File: src/rtl/palette_lookup_arbiter_pkg.sv
// Shared sprite palette types and constants.
// Used by the palette lookup arbiter and its interface.
package sprite_pkg;

    localparam int NUM_REQ_DEF = 2;
    localparam int IDX_W       = 4;
    localparam int COLOR_W     = 4;
    localparam int REQ_ID_W    = $clog2(NUM_REQ_DEF);

    localparam logic [IDX_W-1:0] TRANSP_IDX = '0;

    typedef struct packed {
        logic [COLOR_W-1:0] red;
        logic [COLOR_W-1:0] green;
        logic [COLOR_W-1:0] blue;
    } rgb_t;

    typedef logic [REQ_ID_W-1:0] req_id_t;

    function automatic logic is_transp(logic [IDX_W-1:0] idx);
        return idx == TRANSP_IDX;
    endfunction

endpackage

File: src/rtl/palette_lookup_arbiter_if.sv
// Request, palette ROM and result signals of the palette lookup arbiter.
// The slave modport is the arbiter; master is the surrounding sprite logic.
interface palette_lookup_arbiter_if
    import sprite_pkg::*;
#(
    parameter int NUM_REQ = sprite_pkg::NUM_REQ_DEF
);

    localparam int ID_W = $clog2(NUM_REQ);

    logic [NUM_REQ-1:0]       req_valid;
    logic [NUM_REQ*IDX_W-1:0] req_index;
    logic [NUM_REQ-1:0]       req_ready;

    logic [IDX_W-1:0]         pal_index;
    logic [COLOR_W-1:0]       pal_red;
    logic [COLOR_W-1:0]       pal_green;
    logic [COLOR_W-1:0]       pal_blue;

    logic                     out_valid;
    logic                     out_ready;
    logic [ID_W-1:0]          out_id;
    logic [COLOR_W-1:0]       out_red;
    logic [COLOR_W-1:0]       out_green;
    logic [COLOR_W-1:0]       out_blue;
    logic                     out_transparent;

    modport master (
        output req_valid,
        output req_index,
        input  req_ready,
        input  pal_index,
        output pal_red,
        output pal_green,
        output pal_blue,
        input  out_valid,
        output out_ready,
        input  out_id,
        input  out_red,
        input  out_green,
        input  out_blue,
        input  out_transparent
    );

    modport slave (
        input  req_valid,
        input  req_index,
        output req_ready,
        output pal_index,
        input  pal_red,
        input  pal_green,
        input  pal_blue,
        output out_valid,
        input  out_ready,
        output out_id,
        output out_red,
        output out_green,
        output out_blue,
        output out_transparent
    );

endinterface

File: src/rtl/palette_lookup_arbiter_rr_arbiter.sv
// Round-robin pick among valid requesters; the pointer remembers the
// last winner so the search starts just after it.
module rr_arbiter #(
    parameter int NUM_REQ = 2
) (
    input  logic                       clk,
    input  logic                       rst_n,
    input  logic [NUM_REQ-1:0]         req_valid,
    input  logic                       advance,
    output logic [NUM_REQ-1:0]         grant,
    output logic [$clog2(NUM_REQ)-1:0] grant_id,
    output logic                       grant_valid
);

    localparam int ID_W = $clog2(NUM_REQ);

    logic [ID_W-1:0] rr_ptr_q;
    logic [ID_W-1:0] rr_ptr_d;

    always_comb begin
        int cand;
        cand        = 0;
        grant       = '0;
        grant_id    = '0;
        grant_valid = 1'b0;
        for (int i = 1; i <= NUM_REQ; i++) begin
            cand = (int'(rr_ptr_q) + i) % NUM_REQ;
            if (!grant_valid && req_valid[ID_W'(cand)]) begin
                grant_valid           = 1'b1;
                grant[ID_W'(cand)]    = 1'b1;
                grant_id              = ID_W'(cand);
            end
        end
    end

    always_comb begin
        rr_ptr_d = rr_ptr_q;
        if (advance) begin
            rr_ptr_d = grant_id;
        end
    end

    // Start pointing at the last requester so requester 0 wins first.
    always_ff @(posedge clk or negedge rst_n) begin
        if (!rst_n) begin
            rr_ptr_q <= ID_W'(NUM_REQ - 1);
        end else begin
            rr_ptr_q <= rr_ptr_d;
        end
    end

endmodule

File: src/rtl/palette_lookup_arbiter.sv
// Shares one combinational palette ROM between several sprite pipelines:
// round-robin grant, registered ROM index, registered tagged colour result.
module palette_lookup_arbiter
    import sprite_pkg::*;
#(
    parameter int NUM_REQ = NUM_REQ_DEF
) (
    input  logic                    Clk,
    input  logic                    Reset_n,
    palette_lookup_arbiter_if.slave bus
);

    localparam int ID_W = $clog2(NUM_REQ);

    logic [NUM_REQ-1:0] grant;
    logic [ID_W-1:0]    grant_id;
    logic               grant_valid;

    logic               s2_free;
    logic               s1_adv;
    logic               s1_can_load;
    logic               xfer;
    logic [IDX_W-1:0]   win_index;

    logic               s1_valid_q;
    logic               s1_valid_d;
    logic [IDX_W-1:0]   s1_index_q;
    logic [IDX_W-1:0]   s1_index_d;
    logic [ID_W-1:0]    s1_id_q;
    logic [ID_W-1:0]    s1_id_d;

    logic               out_valid_q;
    logic               out_valid_d;
    logic [ID_W-1:0]    out_id_q;
    logic [ID_W-1:0]    out_id_d;
    rgb_t               out_rgb_q;
    rgb_t               out_rgb_d;
    logic               out_transp_q;
    logic               out_transp_d;

    assign s2_free     = !out_valid_q || bus.out_ready;
    assign s1_adv      = s1_valid_q && s2_free;
    assign s1_can_load = !s1_valid_q || s1_adv;

    // Reset gates the grant so nothing is accepted while held in reset.
    assign xfer          = grant_valid && s1_can_load && Reset_n;
    assign bus.req_ready = (s1_can_load && Reset_n) ? grant : '0;
    assign win_index     = bus.req_index[int'(grant_id)*IDX_W +: IDX_W];

    rr_arbiter #(
        .NUM_REQ (NUM_REQ)
    ) u_arb (
        .clk         (Clk),
        .rst_n       (Reset_n),
        .req_valid   (bus.req_valid),
        .advance     (xfer),
        .grant       (grant),
        .grant_id    (grant_id),
        .grant_valid (grant_valid)
    );

    always_comb begin
        s1_valid_d = s1_valid_q;
        s1_index_d = s1_index_q;
        s1_id_d    = s1_id_q;
        if (s1_adv) begin
            s1_valid_d = 1'b0;
        end
        if (xfer) begin
            s1_valid_d = 1'b1;
            s1_index_d = win_index;
            s1_id_d    = grant_id;
        end
    end

    always_comb begin
        out_valid_d  = out_valid_q;
        out_id_d     = out_id_q;
        out_rgb_d    = out_rgb_q;
        out_transp_d = out_transp_q;
        if (s1_adv) begin
            out_valid_d     = 1'b1;
            out_id_d        = s1_id_q;
            out_rgb_d.red   = bus.pal_red;
            out_rgb_d.green = bus.pal_green;
            out_rgb_d.blue  = bus.pal_blue;
            out_transp_d    = is_transp(s1_index_q);
        end else if (bus.out_ready) begin
            out_valid_d = 1'b0;
        end
    end

    always_ff @(posedge Clk or negedge Reset_n) begin
        if (!Reset_n) begin
            s1_valid_q <= 1'b0;
            s1_index_q <= '0;
            s1_id_q    <= '0;
        end else begin
            s1_valid_q <= s1_valid_d;
            s1_index_q <= s1_index_d;
            s1_id_q    <= s1_id_d;
        end
    end

    always_ff @(posedge Clk or negedge Reset_n) begin
        if (!Reset_n) begin
            out_valid_q  <= 1'b0;
            out_id_q     <= '0;
            out_rgb_q    <= '0;
            out_transp_q <= 1'b0;
        end else begin
            out_valid_q  <= out_valid_d;
            out_id_q     <= out_id_d;
            out_rgb_q    <= out_rgb_d;
            out_transp_q <= out_transp_d;
        end
    end

    assign bus.pal_index       = s1_index_q;
    assign bus.out_valid       = out_valid_q;
    assign bus.out_id          = out_id_q;
    assign bus.out_red         = out_rgb_q.red;
    assign bus.out_green       = out_rgb_q.green;
    assign bus.out_blue        = out_rgb_q.blue;
    assign bus.out_transparent = out_transp_q;

endmodule

File: src/flat_wrapper.sv
// flat-port wrapper written by rule: the top's interface ports become plain ports
module palette_lookup_arbiter_flat import sprite_pkg::*;
#(
    parameter int NUM_REQ = NUM_REQ_DEF
)
  (Clk, Reset_n, bus_req_valid, bus_req_index, bus_req_ready, bus_pal_index, bus_pal_red, bus_pal_green, bus_pal_blue, bus_out_valid, bus_out_ready, bus_out_id, bus_out_red, bus_out_green, bus_out_blue, bus_out_transparent);
  palette_lookup_arbiter_if #(.NUM_REQ(NUM_REQ)) bus_i ();
  input  logic Clk;
  input  logic Reset_n;
  input wire logic [$bits(bus_i.req_valid)-1:0] bus_req_valid;
  input wire logic [$bits(bus_i.req_index)-1:0] bus_req_index;
  output wire logic [$bits(bus_i.req_ready)-1:0] bus_req_ready;
  output wire logic [$bits(bus_i.pal_index)-1:0] bus_pal_index;
  input wire logic [$bits(bus_i.pal_red)-1:0] bus_pal_red;
  input wire logic [$bits(bus_i.pal_green)-1:0] bus_pal_green;
  input wire logic [$bits(bus_i.pal_blue)-1:0] bus_pal_blue;
  output wire logic [$bits(bus_i.out_valid)-1:0] bus_out_valid;
  input wire logic [$bits(bus_i.out_ready)-1:0] bus_out_ready;
  output wire logic [$bits(bus_i.out_id)-1:0] bus_out_id;
  output wire logic [$bits(bus_i.out_red)-1:0] bus_out_red;
  output wire logic [$bits(bus_i.out_green)-1:0] bus_out_green;
  output wire logic [$bits(bus_i.out_blue)-1:0] bus_out_blue;
  output wire logic [$bits(bus_i.out_transparent)-1:0] bus_out_transparent;
  assign bus_i.req_valid = bus_req_valid;
  assign bus_i.req_index = bus_req_index;
  assign bus_req_ready = bus_i.req_ready;
  assign bus_pal_index = bus_i.pal_index;
  assign bus_i.pal_red = bus_pal_red;
  assign bus_i.pal_green = bus_pal_green;
  assign bus_i.pal_blue = bus_pal_blue;
  assign bus_out_valid = bus_i.out_valid;
  assign bus_i.out_ready = bus_out_ready;
  assign bus_out_id = bus_i.out_id;
  assign bus_out_red = bus_i.out_red;
  assign bus_out_green = bus_i.out_green;
  assign bus_out_blue = bus_i.out_blue;
  assign bus_out_transparent = bus_i.out_transparent;
  palette_lookup_arbiter #(.NUM_REQ(NUM_REQ)) u_core (.Clk(Clk), .Reset_n(Reset_n), .bus(bus_i));
endmodule
File: config.mk
export PLATFORM = sky130hd
export DESIGN_NAME = palette_lookup_arbiter_flat
export DESIGN_NICKNAME = d
export VERILOG_FILES = /design/src/rtl/palette_lookup_arbiter_pkg.sv /design/src/rtl/palette_lookup_arbiter_if.sv /design/src/rtl/palette_lookup_arbiter_rr_arbiter.sv /design/src/rtl/palette_lookup_arbiter.sv /design/src/flat_wrapper.sv
export SDC_FILE = /design/constraint.sdc
export NUM_CORES = 1
export LEC_CHECK = 0
export CORE_ASPECT_RATIO = 0.8
export CORE_MARGIN = 2
export CORE_UTILIZATION = 35
export CTS_CLUSTER_SIZE = 8
export DETAILED_ROUTE_END_ITERATION = 12
export PLACE_DENSITY = 0.76
export SKIP_LAST_GASP = 1
export SLEW_MARGIN = 10
export SYNTH_ARGS = -nofsm -noshare
export SYNTH_HDL_FRONTEND = slang
export SYNTH_SLANG_ARGS = --single-unit
export TNS_END_PERCENT = 100
File: constraint.sdc
create_clock -name Clk -period 1.4 [get_ports Clk]
set_clock_uncertainty 0.05 [all_clocks]
set_input_delay 0.42 -clock Clk [delete_from_list [all_inputs] [get_ports Clk]]
set_output_delay 0.42 -clock Clk [all_outputs]
set_load 0.1 [all_outputs]
==> results.cfg, run 1 <==
[status]
status = complete, but fails checks
violations = setup timing

[worst_setup_path]
r2r_end = u_core.bus.out_blue[3]
slowest_delay_ns = 0.50
cp.arrival_ns = 1.33
rrSetupSlack_ns = -0.05
crit_type = reg2out
reg2reg_from = u_core.bus.out_valid
cp-start-kind = register
slowest_stage = dfrtp_4
crit_chain = nand2b_4 -> o21ba_4 -> and2_4 -> buf_12
worstPathMaxFanout = 2
worst_ep_required_time_ns = 0.93
rr_worst_depth = 5
end_kind = output port

[floorplanning]
std_cell_rows = 16
io-pin-count = 46
coreArea_sq_mm = 0.00248
fp.dieW_um = 61.7
initial_utilization = 0.375
die_h_um = 50.1
die_area_sq_mm = 0.00309

[routing]
wl_mm = 2.08
routed_via_density = 4.37
antenna_left = 0
drt_first_iter_violations = 2
drc = 0
post_drt_wl_per_cell_um = 13.3
vias = 682
drtPass1Iterations = 2

[sta]
tns_ns = -1.10
hold_viol_final = 0
period_share = 1.29
fin_crit_ns = 1.80
layout_setup_ws_ns = -0.402
finalHoldWorstSlack_ns = 0.160
slew_viol_final = 0
rsz0062_at_grt = true
setup_viol = 16
fmax_ghz = 0.555

[clock_tree]
clockBufferDepth = 2
cts-buffers-inserted = 3
clk_pin_slew_worst_paths_ns = 0.12
cts_tree = yes
cts_root_buffer = clkbuf_4
clkLatencyLatePin_ns = 0.31
cts.sinks = 22
cts_htree_levels = 1

[cells_and_area]
final_util = 0.724
num_antenna_cells = 0
syn2layout_area_growth_pct = 93.0
n_fill_cell = 173
layout.nets = 146
postLayoutCellArea_sq_mm = 0.00180
drive_above_1_share = 0.608

[synthesis]
ys_ff_latch = 22
syn_inst = 61
ys.warnings.count = 0
ys_seq_area_frac = 0.593
ys_types = 18
avgSynthCellArea_sq_um = 15.3
synthesis.nets = 86
synth_area_sq_um = 931

[pwr]
ir_drop_mv = 1.46
power.leakage_nw = 0.810
powerDensity_mw_per_mm2 = 1980

[global_routing]
grt_pass1_wl_mm = 3.42
grt_pass1_vias = 712
grtUsageMet2 = 0.251
grt_usage = 0.154
grt_max_degree = 23
use_met1 = 0.199
antenna_found_initial = 0
grt-ovfl-total = 0
met3_usage = 0.0394
top_usage_layer = met2

[place]
port_buffers = 43
hpwl_mm = 1.57
placed_cell_area_sq_mm = 0.00167
gp_congestion = 0.720

[run]
cap_violations = 0

[hold_path]
hp-class = in2async
[sequential cells by signal, summed over array words and instances (netlist names)]
| name | flops |
|---|---|
| u_core.u_arb.rr_ptr_q | 1 |
| u_core.bus.out_red | 4 |
| u_core.bus.out_blue | 4 |
| u_core.bus.pal_index | 4 |
| u_core.bus.out_id | 1 |
| u_core.bus.out_valid | 1 |
| u_core.s1_id_q | 1 |
| u_core.bus.out_transparent | 1 |
| u_core.s1_valid_q | 1 |
| u_core.bus.out_green | 4 |
[metal layers]
layer	part of all wire	vias to the layer above	routed length [um]
met5	0	-	0
met4	0.010	0	21
li1	-	324	-
met3	0.040	4	84
met1	0.43	337	885
met2	0.52	17	1090
[power by group]
part | switching [mW] | internal, mW | total [mW]
Clock | 0.184 | 0.159 | 0.343
Sequential | 0.187 | 0.826 | 1.01
Combinational | 1.30 | 0.898 | 2.20
Total | 1.67 | 1.88 | 3.56
[Yosys cell counts]
library cell	instances	area, sq um
and2_1	1	6.26
buf_4	3	22.5
conb_1	1	3.75
dfrtp_1	21	526
dfstp_2	1	26.3
inv_1	1	3.75
inv_2	1	3.75
mux2_2	18	203
mux2_4	4	60.1
mux2i_1	1	10.0
nand2_1	2	7.51
nand2_2	1	6.26
nand2b_4	1	13.8
nor2b_2	1	8.76
nor4_1	1	6.26
o21ai_0	1	5.00
o21ba_1	1	10.0
xor2_1	1	8.76
[kinds of logic after synthesis]
group	after synthesis	synth area share
AOI/OAI and AO/OA	2	0.0161
xor gates and xnor gates	1	0.00941
buffers and inverters	5	0.0322
DFF	22	0.593
muxes	23	0.293
other	1	0.00403
and+or+nand+nor	7	0.0524
[critical path: cells and delay by family (launching register included)]
kind / cells / cell delay [ns]
AO/OA/AOI/OAI: 1 / 0.14
AND/OR/NAND/NOR: 2 / 0.22
buffers and inverters: 1 / 0.16
flip-flops: 1 / 0.50
[metrics by stage]
| stage | instances | setup WS (ns) | total power [mW] |
|---|---|---|---|
| global placement | 144 | -0.560 | 3.11 |
| detailed placement | 144 | -0.592 | 3.13 |
| floorplan | 61 | -0.393 | 2.27 |
| finish | 156 | -0.402 | 3.56 |
| global route | 156 | -0.472 | 3.68 |
| CTS | 155 | -0.415 | 3.56 |
[what timing repair did]
item                       CTS  global route
hold endpoints to repair     0             0
hold buffers                 0             0
gates cloned                 1             0
pin swaps                    1             0
setup endpoints to repair   24            34
setup buffers                7             1
gates resized for setup      6             0
[worst max-delay path by stage]
| stage | start | endpoint | slack, ns | depth (start not counted) |
|---|---|---|---|---|
| floorplan | u_core.bus.out_valid | bus_req_ready[0] | -0.39 | 4 |
| global placement | Reset_n | bus_req_ready[0] | -0.56 | 5 |
| detailed placement | Reset_n | bus_req_ready[0] | -0.59 | 5 |
| CTS | u_core.bus.out_valid | bus_req_ready[0] | -0.42 | 4 |
| global route | u_core.bus.out_valid | bus_req_ready[0] | -0.47 | 4 |
| finish | u_core.bus.out_valid | bus_req_ready[0] | -0.40 | 4 |
[layout by cell type, fill, tap and decap left out, types with 2 or more instances in the layout]
| cell type | netlist | final |
|---|---|---|
| buf_12 | 0 | 21 |
| dfrtp_2 | 0 | 4 |
| dlygate4sd2_1 | 0 | 3 |
| mux2_4 | 4 | 4 |
| clkbuf_4 | 0 | 3 |
| dfrtp_1 | 21 | 16 |
| buf_6 | 0 | 2 |
| buf_4 | 3 | 11 |
| clkdlybuf4s50_1 | 0 | 20 |
| nand2_1 | 2 | 2 |
| mux2_2 | 18 | 18 |
[area by class of cell]
type / instances / area, sq um / area share
Timing Repair Buffer: 58 / 785 / 0.437
Sequential cell: 22 / 561 / 0.312
Multi-Input combinational cell: 34 / 363 / 0.202
Tap cell: 36 / 45.0 / 0.0251
Clock buffer: 4 / 36.3 / 0.0202
Inverter: 2 / 7.51 / 0.00418
Power figures use the tool's default switching activity.
==> run 2, diff against run 1 <==
- ABC_AREA: not set -> 1
- CORE_MARGIN: 2 -> 10
- CTS_BUF_LIST: not set -> sky130_fd_sc_hd__clkbuf_8
==> results.cfg, run 2 <==
[status]
status = complete, but fails checks
violations = setup timing

[synthesis]
synth_area_leader_cell = dfrtp_1
ys.warnings.count = 0
synth_area_leaders = dfrtp_1 (56%), nand2_1 (26%), nand3_1 (3.2%), dfstp_2 (2.8%), nand2_4 (2.4%)
synthArstFlopShare = 1.00
avgSynthCellArea_sq_um = 8.37
synth_top_area_frac = 0.561
ys_types = 15
synth_compound_area_frac = 0.0107
synth_area_sq_um = 937
synth_commonest_cells = nand2_1 (66), dfrtp_1 (21), nand3_1 (6)
synthAdderAreaFrac = 0
synth_top_family_by_area = simple AND/OR/NAND/NOR gates
synthesis.nets = 137
synthMuxAreaShare = 0
yosys_most_used_dff = dfrtp_1
synthXorXnorAreaFrac = 0
yosys.area_share.simple = 0.346
synth-edff-count = 0
ys_ff_latch = 22
synth_most_common_cell = nand2_1
syn_inst = 112
ys_seq_area_frac = 0.589

[clock_tree]
hold_buffers = 0
clk_pin_slew_worst_paths_ns = 0.07
clockBufferDepth = 2
cts_htree_levels = 1
cts_tree = yes
cts_root_buffer = clkbuf_8
cts-buffers-inserted = 3
clkLatencyLatePin_ns = 0.26
cts.sinks = 22

[global_routing]
grt-ovfl-total = 0
grt_max_degree = 23
grt_usage = 0.105
grt_pass1_wl_mm = 4.26
antenna_found_initial = 0
grt_pass1_vias = 926

[floorplanning]
std_cell_rows = 16
die_h_um = 66.3
io-pin-count = 46
fp.dieW_um = 77.9
die_area_sq_mm = 0.00516
initial_utilization = 0.375
coreArea_sq_mm = 0.00250

[sta]
setup_viol = 2
layout_setup_ws_ns = -0.246
tns_ns = -0.478
rsz0062_at_grt = true
hold_viol_final = 0
slew_viol_final = 0
period_share = 1.18
fin_crit_ns = 1.65
fmax_ghz = 0.608

[worst_setup_path]
worst_ep_required_time_ns = 0.93
worstPathMaxFanout = 2
cp-start-kind = register
end_kind = output port
cp.arrival_ns = 1.18
crit_type = reg2out

[routing]
wl_mm = 2.68
routed_via_density = 4.41
drc = 0
post_drt_wl_per_cell_um = 13.2
vias = 895
drtPass1Iterations = 3
antenna_left = 0
drt_first_iter_violations = 37

[pwr]
clockPowerShare = 0.147
swShare = 0.466
power_frac_comb = 0.554
p_switching_mw = 1.41
powerDensity_mw_per_mm2 = 1710
ir_drop_mv = 0.673
power.leakage_nw = 0.884
p_seq_frac = 0.299
power_mw = 3.02
power.internal_mw = 1.61

[cells_and_area]
num_antenna_cells = 0
layout.nets = 193
fin_cells = 203
final_util = 0.704
postLayoutCellArea_sq_mm = 0.00176
final_common_cell = nand2_1
regArea_sq_um = 556
multi_input_area_sq_um = 358
drive_above_1_share = 0.281
syn2layout_area_growth_pct = 87.9
n_fill_cell = 184
final_cell_mix = nand2_1 (66), buf_12 (21), clkdlybuf4s50_1 (20), dfrtp_1 (20), buf_4 (9)

[run]
cap_violations = 0

[place]
dp.cells = 197
gp_congestion = 0.809
hpwl_mm = 2.21
port_buffers = 43
placed_cell_area_sq_mm = 0.00169

[hold_path]
hp-class = in2async
==> run 2: cell types whose count changed in the layout (fill, tap and decap cells not counted), sizes merged, moves of 2 or more <==
cell,previous run,this run
buf,34,31
inv,2,4
mux2,22,0
nand2,3,70
nand3,0,6
nor2,0,3
==> run 2: worst paths after layout <==
path                            depth (start not counted)  slack [ns]                  from                      end
worst max-delay path                                    4       -0.25  u_core.bus.out_valid         bus_req_ready[0]
worst min-delay path                                    2        0.27               Reset_n  u_core.bus.pal_index[3]
worst max register to register                          7        0.04  u_core.bus.out_valid    u_core.bus.out_red[0]
worst min register to register                          2        0.43        u_core.s1_id_q        u_core.bus.out_id
max in group asynchronous                               2        0.76               Reset_n    u_core.u_arb.rr_ptr_q
min in group Clk                                        2        0.43        u_core.s1_id_q        u_core.bus.out_id
==> run 2: kinds of logic (layout without fill, tap and decap cells) <==
family / count (synthesis) / in the layout
flops: 22 / 22
compound gates: 2 / 2
simple gates: 79 / 79
buf+inv: 8 / 63
other cells: 1 / 1
==> run 2: per-stage QoR <==
stage	hold slack [ns]	worst slack (ns)
floorplan	0.0744	-0.400
global placement	0.407	-0.491
detailed placement	0.414	-0.521
CTS	0.276	-0.253
global route	0.300	-0.287
finish	0.270	-0.246
==> run 2: routing by layer <==
metal  track usage  share of wire  vias to the layer above  routed length [um]
met5             0              0                        -                   0
met3        0.0625           0.11                        3                 288
met1         0.114           0.44                      407                1180
li1              -              -                      446                   -
met2         0.167           0.44                       39                1190
met4        0.0341         0.0090                        0                  24
==> run 2: power by group through the flow <==
| stage | Sequential [mW] | Combinational, mW | Clock, mW |
|---|---|---|---|
| after global routing | 0.915 | 1.73 | 0.478 |
| after detailed placement | 0.911 | 1.68 | 0 |
| final | 0.903 | 1.67 | 0.443 |
| after CTS | 0.903 | 1.68 | 0.453 |
| after global placement | 0.907 | 1.65 | 0 |
| after floorplan | 1.66 | 0.206 | 0 |
==> run 2: area by class of cell <==
type,instances,area share
multi-input cells,82,0.203
well taps,36,0.0256
clock buffers,4,0.0313
repair buffers,54,0.412
inverters,5,0.0121
flip-flops and latches,22,0.316
==> run 2: what timing repair did <==
action,in CTS,in global routing
cloned,0,0
setup buffers,1,1
setup endpoints to repair,3,2
pin swaps,1,0
gates resized for setup,5,1
==> run 2: worst max-delay path, stage by stage, from the launching register on <==
cell and delay [ns]:
dfrtp_4 0.49, nand3_4 0.08, nand2_4 0.06, nor2_4 0.10, buf_12 0.18
